## config.mk

```make
export PLATFORM = sky130hd
export DESIGN_NAME = sd_file_loader
export DESIGN_NICKNAME = d
export VERILOG_FILES = /design/src/rtl/sd_loader_pkg.sv /design/src/rtl/sd_byte_unpacker.sv /design/src/rtl/sd_file_loader.sv
export SDC_FILE = /design/constraint.sdc
export NUM_CORES = 1
export LEC_CHECK = 0
export ABC_AREA = 0
export CORE_MARGIN = 2
export CORE_UTILIZATION = 51
export DETAILED_ROUTE_END_ITERATION = 10
export GPL_TIMING_DRIVEN = 1
export PLACE_DENSITY = 0.87
export SYNTH_ARGS = -nofsm -noshare
export SYNTH_HDL_FRONTEND = slang
export SYNTH_SLANG_ARGS = --single-unit
export TNS_END_PERCENT = 10
```

## constraint.sdc

```tcl
create_clock -name clk_spi -period 2.6 [get_ports clk_spi]
set_input_delay 0.78 -clock clk_spi [delete_from_list [all_inputs] [get_ports clk_spi]]
set_output_delay 0.78 -clock clk_spi [all_outputs]
set_load 0.02 [all_outputs]
```

## src/rtl/sd_loader_pkg.sv

```systemverilog
// Shared state encoding and SD block-buffer geometry for the SD file loader.
package sd_loader_pkg;

  typedef enum logic [2:0] {IDLE, REQ, WAIT, COPY, NEXT, DONE, ERROR} state_t;

  localparam int BLOCK_BYTES = 512;
  localparam int BUF_AW      = 9;

endpackage

```

## src/rtl/sd_byte_unpacker.sv

```systemverilog
// Splits one buffer byte into 8/DATA_W consecutive DATA_W-bit slices, LSB slice first.
module sd_byte_unpacker #(
  parameter int DATA_W = 1
) (
  input  logic              clk_spi,
  input  logic              reset_n,
  input  logic              clear,
  input  logic              load,
  input  logic [7:0]        byte_in,
  output logic [DATA_W-1:0] slice,
  output logic              valid,
  output logic              last_slice
);

  localparam int         SLICES   = 8 / DATA_W;
  localparam logic [2:0] LAST_IDX = 3'(SLICES - 1);

  logic [7:0] shift_reg;
  logic [2:0] cnt_reg;
  logic       valid_reg;

  // A load in the cycle of the last slice keeps the stream gap-free.
  always_ff @(posedge clk_spi or negedge reset_n) begin
    if (!reset_n) begin
      shift_reg <= '0;
      cnt_reg   <= '0;
      valid_reg <= 1'b0;
    end else if (clear) begin
      cnt_reg   <= '0;
      valid_reg <= 1'b0;
    end else if (load) begin
      shift_reg <= byte_in;
      cnt_reg   <= '0;
      valid_reg <= 1'b1;
    end else if (valid_reg) begin
      if (cnt_reg == LAST_IDX) begin
        valid_reg <= 1'b0;
      end else begin
        cnt_reg   <= cnt_reg + 3'd1;
        shift_reg <= shift_reg >> DATA_W;
      end
    end
  end

  assign slice      = shift_reg[DATA_W-1:0];
  assign valid      = valid_reg;
  assign last_slice = valid_reg && (cnt_reg == LAST_IDX);

endmodule

```

## src/rtl/sd_file_loader.sv

```systemverilog
// Streams FILE_BLOCKS consecutive SD blocks into board RAM as DATA_W-bit words from address 0,
// stopping early once FRAME_WORDS words have been written.
module sd_file_loader
  import sd_loader_pkg::*;
#(
  parameter int FILE_BLOCKS = 128,
  parameter int DATA_W      = 1,
  parameter int ADDR_W      = 24,
  parameter int FRAME_WORDS = 480000
) (
  input  logic              clk_spi,
  input  logic              reset_n,
  input  logic [15:0]       file_id,
  input  logic              load_start,
  output logic              busy,
  output logic              done,
  output logic              error,
  output logic              blk_req,
  output logic [31:0]       blk_id,
  input  logic              blk_done,
  input  logic              blk_err,
  output logic [BUF_AW-1:0] buf_addr,
  input  logic [7:0]        buf_data,
  output logic [ADDR_W-1:0] ram_addr,
  output logic [DATA_W-1:0] ram_wdata,
  output logic              ram_we
);

  if (!(DATA_W == 1 || DATA_W == 2 || DATA_W == 4 || DATA_W == 8) ||
      (64'(FRAME_WORDS) > (64'd1 << ADDR_W))) begin : g_param_check
    $error("sd_file_loader: illegal DATA_W / FRAME_WORDS / ADDR_W combination");
  end

  localparam int                SLICES    = 8 / DATA_W;
  localparam logic [3:0]        LEAD_INIT = 4'(SLICES + 1);
  localparam logic [ADDR_W-1:0] LAST_WORD = ADDR_W'(FRAME_WORDS - 1);
  localparam logic [BUF_AW:0]   BLK_END   = (BUF_AW + 1)'(BLOCK_BYTES);

  state_t            state_reg;
  logic [ADDR_W-1:0] word_cnt_reg;
  logic              limit_reg;
  logic [31:0]       blk_cnt_reg;
  logic [BUF_AW:0]   byte_idx_reg;
  logic              pend_reg;
  logic              arrive_reg;
  logic [3:0]        lead_reg;

  logic              accept;
  logic              issue;
  logic              write_ok;
  logic              blk_drained;
  logic              unpk_load;
  logic [DATA_W-1:0] slice;
  logic              slice_valid;
  logic              slice_last;

  assign accept    = load_start &&
                     (state_reg == IDLE || state_reg == DONE || state_reg == ERROR);
  // lead_reg: cycles until the last committed slice; a fetch issued now unpacks 3 cycles later.
  assign issue     = (state_reg == COPY) && (byte_idx_reg != BLK_END) &&
                     (lead_reg <= 4'd2) && !limit_reg;
  assign write_ok  = (state_reg == COPY) && slice_valid && !limit_reg;
  assign unpk_load = arrive_reg && (state_reg == COPY);
  assign blk_drained = (byte_idx_reg == BLK_END) && !pend_reg && !arrive_reg &&
                       (!slice_valid || slice_last);

  sd_byte_unpacker #(.DATA_W(DATA_W)) u_unpacker (
    .clk_spi   (clk_spi),
    .reset_n   (reset_n),
    .clear     (accept),
    .load      (unpk_load),
    .byte_in   (buf_data),
    .slice     (slice),
    .valid     (slice_valid),
    .last_slice(slice_last)
  );

  always_ff @(posedge clk_spi or negedge reset_n) begin
    if (!reset_n) begin
      state_reg    <= IDLE;
      busy         <= 1'b0;
      done         <= 1'b0;
      error        <= 1'b0;
      blk_req      <= 1'b0;
      blk_id       <= '0;
      buf_addr     <= '0;
      ram_addr     <= '0;
      ram_wdata    <= '0;
      ram_we       <= 1'b0;
      word_cnt_reg <= '0;
      limit_reg    <= 1'b0;
      blk_cnt_reg  <= '0;
      byte_idx_reg <= '0;
      pend_reg     <= 1'b0;
      arrive_reg   <= 1'b0;
      lead_reg     <= '0;
    end else begin
      blk_req    <= 1'b0;
      ram_we     <= 1'b0;
      pend_reg   <= 1'b0;
      arrive_reg <= pend_reg;
      // ram_addr shows the address during the write cycle, then steps past it.
      if (ram_we) ram_addr <= ram_addr + 1'b1;
      if (lead_reg != 4'd0) lead_reg <= lead_reg - 4'd1;

      if (write_ok) begin
        ram_we       <= 1'b1;
        ram_wdata    <= slice;
        word_cnt_reg <= word_cnt_reg + 1'b1;
        if (word_cnt_reg == LAST_WORD) limit_reg <= 1'b1;
      end

      if (issue) begin
        buf_addr     <= byte_idx_reg[BUF_AW-1:0];
        byte_idx_reg <= byte_idx_reg + 1'b1;
        pend_reg     <= 1'b1;
        lead_reg     <= LEAD_INIT;
      end

      case (state_reg)
        IDLE, DONE, ERROR: begin
          if (accept) begin
            state_reg    <= REQ;
            blk_id       <= 32'(file_id) * 32'(FILE_BLOCKS);
            busy         <= 1'b1;
            done         <= 1'b0;
            error        <= 1'b0;
            blk_req      <= 1'b1;
            buf_addr     <= '0;
            ram_addr     <= '0;
            word_cnt_reg <= '0;
            limit_reg    <= 1'b0;
            blk_cnt_reg  <= '0;
          end
        end
        REQ: state_reg <= WAIT;
        WAIT: begin
          if (blk_err) begin
            state_reg <= ERROR;
            busy      <= 1'b0;
            error     <= 1'b1;
          end else if (blk_done) begin
            state_reg    <= COPY;
            byte_idx_reg <= '0;
            buf_addr     <= '0;
            lead_reg     <= '0;
          end
        end
        COPY: begin
          if (limit_reg) begin
            state_reg <= DONE;
            busy      <= 1'b0;
            done      <= 1'b1;
          end else if (blk_drained) begin
            state_reg <= NEXT;
          end
        end
        NEXT: begin
          blk_id      <= blk_id + 32'd1;
          blk_cnt_reg <= blk_cnt_reg + 32'd1;
          if (limit_reg || (blk_cnt_reg + 32'd1 == 32'(FILE_BLOCKS))) begin
            state_reg <= DONE;
            busy      <= 1'b0;
            done      <= 1'b1;
          end else begin
            state_reg <= REQ;
            blk_req   <= 1'b1;
            buf_addr  <= '0;
          end
        end
        default: state_reg <= IDLE;
      endcase
    end
  end

endmodule

```

# Yosys cells after proc, flatten, opt, wreduce, memory -nomap -nowiden
# Cells that the tools add are included.
dict set report word_totals {
  ff_bits 159
  out_inout_bits 71
  inputBits 29
  elab_cells 146
}
dict set report op_classes {
  n_addsub 7
  n_lt_le_gt_ge 1
  bitwise 1
  n_eq_ne 19
  n_mux 63
  n_reduce_logical 35
}
# cell count
set ops {}
lappend ops {{$mux 24} 6}
lappend ops {{$pmux 32 s2} 2}
lappend ops {{$add 32x1->32 const B} 2}
lappend ops {{$mux 32} 2}
lappend ops {{$add 24x1->24 const B} 2}
lappend ops {{$mux 9} 5}
lappend ops {{$mux 10} 4}
lappend ops {{$eq 32x8->1 const B} 1}
lappend ops {{$mux 3} 10}
lappend ops {{$pmux 9 s3} 1}
lappend ops {{$eq 24x19->1 const B} 1}
lappend ops {{$mux 8} 3}
lappend ops {{$mux 1} 20}
lappend ops {{$mux 4} 5}
lappend ops {{$pmux 3 s5} 1}
lappend ops {{$eq 3x3->1 const B} 4}
lappend ops {{$logic_and 1x1->1} 11}
lappend ops {{$add 10x1->10 const B} 1}
lappend ops {{$eq 10x10->1 const B} 1}
lappend ops {{$ne 10x10->1 const B} 1}
lappend ops {{$reduce_and 3->1} 3}
lappend ops {{$ne 2x2->1 const B} 4}
lappend ops {{$reduce_bool 4->1} 2}
lappend ops {{$eq 3x2->1 const B} 2}
lappend ops {{other kinds (20)} 32}

# Logic depth before layout (Yosys ltp)
dict set report logic_depth {
  depth_word 8
  depth_mapped 9
  depth_no_buf 9
}

# Cells and area by module
# From an unflattened synthesis, not the netlist that was laid out.
dict set report hier_totals {
  hier_cells 955
  area_unflattened_um2 8715.9
}
# mod cells_each n_inst seq_area_each_um2 area_per_inst_um2
set modules_own_cells {}
lappend modules_own_cells {sd_file_loader 911 1 3678.5 8126.5}
lappend modules_own_cells {sd_byte_unpacker 44 1 300.3 589.3}

# Worst setup path after synthesis
# Ideal clock, no wire load.
dict set report synth_timing {
  kind {register to register}
  startpoint {register blk_cnt_reg[0]}
  endpoint {register buf_addr[0]}
  n_path_buf 1
  path_stages_with_launch 10
  required_time_ps 2514
  path_slack_ps 195
  arrival_time_ps 2319
  setup_time_ps 86
  period_less_slack_ps 2405
  path_cell_list {dfrtp_1 ha_1 and3_1 clkbuf_1 a211o_1 a221oi_2 o211ai_1 nor4_2 a311oi_4 nor3_1}
}
dict set report synth_between {
  elab_chain_cells 5
}
# element line
set synth_lines {}
lappend synth_lines {{from (decl)} sd_file_loader.sv:42} ;# logic [31:0] blk_cnt_reg;
lappend synth_lines {{from (signal assigned)} sd_file_loader.sv:160} ;# blk_cnt_reg <= blk_cnt_reg + 32'd1;
lappend synth_lines {{$add 32x1->32} sd_file_loader.sv:161} ;# if (limit_reg || (blk_cnt_reg + 32'd1 == 32'(FILE_BLOCKS))) begin
lappend synth_lines {{$eq 32x8->1} sd_file_loader.sv:161}
lappend synth_lines {{$logic_or 1x1->1} sd_file_loader.sv:161}
lappend synth_lines {{$mux 9} sd_file_loader.sv:161}
lappend synth_lines {{$pmux 9 s3} sd_file_loader.sv:120} ;# case (state_reg)
lappend synth_lines {{to (signal assigned)} sd_file_loader.sv:114} ;# buf_addr <= byte_idx_reg[BUF_AW-1:0];
lappend synth_lines {{to (decl)} sd_file_loader.sv:22} ;# output logic [BUF_AW-1:0] buf_addr,
# No other way between the ends.
# A chain may end at the register's enable or synchronous reset.

# Final worst setup path
dict set report layout_timing {
  startpoint {register blk_cnt_reg[4]}
  endpoint {register state_reg[2]}
}
dict set report layout_between {
  elab_chain_cells 5
}
# element line
set layout_lines {}
lappend layout_lines {{$add 32x1->32} sd_file_loader.sv:161}
lappend layout_lines {{$eq 32x8->1} sd_file_loader.sv:161}
lappend layout_lines {{$logic_or 1x1->1} sd_file_loader.sv:161}
lappend layout_lines {{$mux 3} sd_file_loader.sv:161}
lappend layout_lines {{$pmux 3 s5} sd_file_loader.sv:120}
lappend layout_lines {{to (signal assigned)} sd_file_loader.sv:123} ;# state_reg <= REQ;
lappend layout_lines {{to (signal assigned)} sd_file_loader.sv:162} ;# state_reg <= DONE;
lappend layout_lines {{to (signal assigned)} sd_file_loader.sv:166} ;# state_reg <= REQ;
lappend layout_lines {{to (decl)} sd_file_loader.sv:39} ;# state_t state_reg;
# No other way between the ends.

==> metrics.md <==
| Metric | Value |
|---|---|
| Total grt overflow | 0 |
| Register area | 0.003984 mm² |
| Part of the cycle the worst path needs | 98.27% |
| CTS Buf Count | 17 |
| Post-layout util | 67.00% |
| Die Y | 134.3 µm |
| Cell with the most instances after synthesis | dfrtp_1 |
| Area of the multi-input gates | 0.004437 mm² |
| F_max | 0.3914 GHz |
| Filler Cells Inserted | 1,260 |
| Clock root cell | clkbuf_16 |
| Initial Util | 52.24% |
| Synth-to-Final Area Change | 28.25% |
| Worst path arrival time | 2.87 ns |
| Peak VDD IR | 622.1 µV |
| CP Capture Type | register |
| Placed insts | 1,315 |
| Clk sinks | 159 |
| Worst hold path class | in2async |
| Final antenna-violating net count | 0 |
| Endpoints failing hold | 0 |
| Rows | 47 |
| GRT met3 Usage | 5.442% |
| Post-DR wirelength/cell | 17.26 µm |
| Htree depth | 4 |
| Routed Wire Length | 23,270 µm |
| Top_reg_cell synth | dfrtp_1 |
| Hold WS | 0.2727 ns |
| Antenna violations before repair | 0 |
| Setup TNS | 0 ns |
| Vias in the first global route | 7,754 |
| CTS tree | yes |
| Clk Latency, worst-skew pair | 0.43 ns |
| PD cells | 803.3 mW/mm² |
| Worst setup SP type | register |
| Top cell type by total area after synthesis | dfrtp_1 |
| WP data required | 2.91 ns |
| # setup viols final | 0 |
| Worst slew margin | 45.91% |
| Hold buffers post-CTS | 0 |
| Drt drc | 0 |
| Core ar. | 0.01658 mm² |
| Largest net degree at the start of global routing | 62 |
| Post-synthesis cell area | 0.008663 mm² |
| GR peak layer | met2 |
| Synth Warn # | 0 |
| Maxcap violations | 0 |
| Chip width | 134.3 µm |
| Total Routing Usage GR | 25.94% |
| Seq/Total Area, Yosys | 45.93% |
| Layout cells sized above 1 | 14.01% |
| LEAKAGE | 0.004837 µW |
| Crit path time final | 2.555 ns |
| Top post-synthesis cells by area | dfrtp_1 46%, nor2_1 5.1%, nand2_1 4.9% |
| GR Util met2 | 43.48% |
| Top-area cell type share of the netlist area | 45.93% |
| Crit path max fanout | 10 |
| Initial DRT Pass Iterations | 6 |
| RePlAce Congestion | 0.9388 |
| Number of synthesized flops with an enable pin | 0 |
| Clock transition at the registers of the reported paths | 0.07 ns |
| Iter 0 DRT Violations | 801 |
| Total number of vias | 8,124 |
| Net count after synthesis | 1,001 |
| Status | completed |
| Clock Skew | 0.009539 ns |
| Die area | 0.01805 mm² |
| # diodes | 0 |
| Clock Tree Buf Depth | 2 |
| Most frequent cells after synthesis | 159 x dfrtp_1, 118 x nor2_1, 114 x nand2_1 |
| First-pass GRT wire length | 37,850 µm |
| Mapped Cells | 962 |
| I/O Buffers | 99 |
| Ys async rst share | 100.0% |
| #FFs+latches synth | 159 |
| Post-Layout Cell Count | 1,348 |
| Nets | 1,155 |
| Final HPWL DP | 16,340 µm |
| Worst Tran Pin Value | 0.8083 ns |
| M1 GR Usage | 33.54% |
| Critical path class | reg2reg |
| IO Pins | 100 |
| Count of pins over their slew limit | 0 |
| Synth unique cells | 70 |
| Via-per-instance ratio | 6.027 |
| Mean Syn Cell Area | 9.006 µm² |
-- through the flow --
step,instance area [µm²],total power [µW],setup slack (ns)
6_report,11110,8925,0.04493
5_1_grt,11110,9366,-0.004291
4_1_cts,11030,8860,0.02089
3_5_place_dp,10460,6388,-0.05423
3_3_place_gp,10460,6273,0.02170
2_1_floorplan,8663,5014,0.1948
-- where the power goes --
group / internal [µW] / total (µW) / leakage [µW] / switching, µW
logic: 1350 / 3090 / 0.00243 / 1740
registers: 2900 / 3380 / 0.00213 / 474
clock network: 1410 / 2460 / 0.000274 / 1050
-- timing repair --
item | in CTS | in global routing
pin swaps | 0 | 5
setup buffers | 0 | 3
resized for setup | 1 | 16
setup endpoints to repair | 8 | 11
-- layout by cell type, fill, tap and decap left out, drive strengths merged, types with 9 or more instances in the layout --
master	netlist	final
dfrtp	159	159
nor2	118	118
nand2	114	114
clkdlybuf4s50	0	98
buf	15	87
o21ai	74	74
nand3	56	56
a21oi	46	46
xor2	34	34
xnor2	32	32
nor3	30	30
mux2i	27	27
inv	25	27
nand4	26	26
and3	20	20
clkbuf	35	19
or3	17	17
nor4	12	12
and4	11	11
and2	10	10
o31ai	10	10
ha	10	10
a31oi	9	9
-- cell type report --
type | count | share of cell area, %
Clock buffer | 19 | 3.896
Inverter | 25 | 0.8446
Clock inverter | 12 | 1.239
Tap cell | 220 | 2.477
Sequential cell | 159 | 35.86
Timing Repair Buffer | 185 | 15.75
Multi-Input combinational cell | 728 | 39.93
-- cell families (layout without fill, tap and decap cells) --
group	after synthesis	after routing	synth area share [%]
compound gates	190	190	13.81
simple gates	431	431	24.93
mux	30	30	3.510
fa+ha+maj	11	11	1.560
buf+inv	75	241	3.596
flops	159	159	45.93
xor+xnor	66	66	6.673
-- path summary, 6_finish.rpt --
path | from | endpoint | slack (ns) | cells past startpoint
max | blk_cnt_reg[4] | state_reg[2] | 0.04 | 7
min | reset_n | ram_addr[21] | 0.27 | 1
max reg2reg | blk_cnt_reg[4] | state_reg[2] | 0.04 | 7
min reg2reg | pend_reg | arrive_reg | 0.38 | 0
max in group asynchronous | reset_n | blk_cnt_reg[12] | 1.62 | 2
min in group clk_spi | pend_reg | arrive_reg | 0.38 | 0
-- routing by layer --
| layer | wire, µm | vias up |
|---|---|---|
| met5 | 0 | - |
| li1 | - | 3741 |
| met3 | 1550 | 65 |
| met2 | 11470 | 358 |
| met1 | 9659 | 3960 |
| met4 | 590 | 0 |
-- worst max-delay path, cell delays in order (launching register included) --
cell,delay (ns)
dfrtp_2,0.46
and4_4,0.30
nand3_4,0.19
nor4_2,0.37
mux2i_2,0.38
nor3_1,0.11
a41o_1,0.26
a221o_1,0.35
Note: power is estimated with default switching activity, not from simulation.
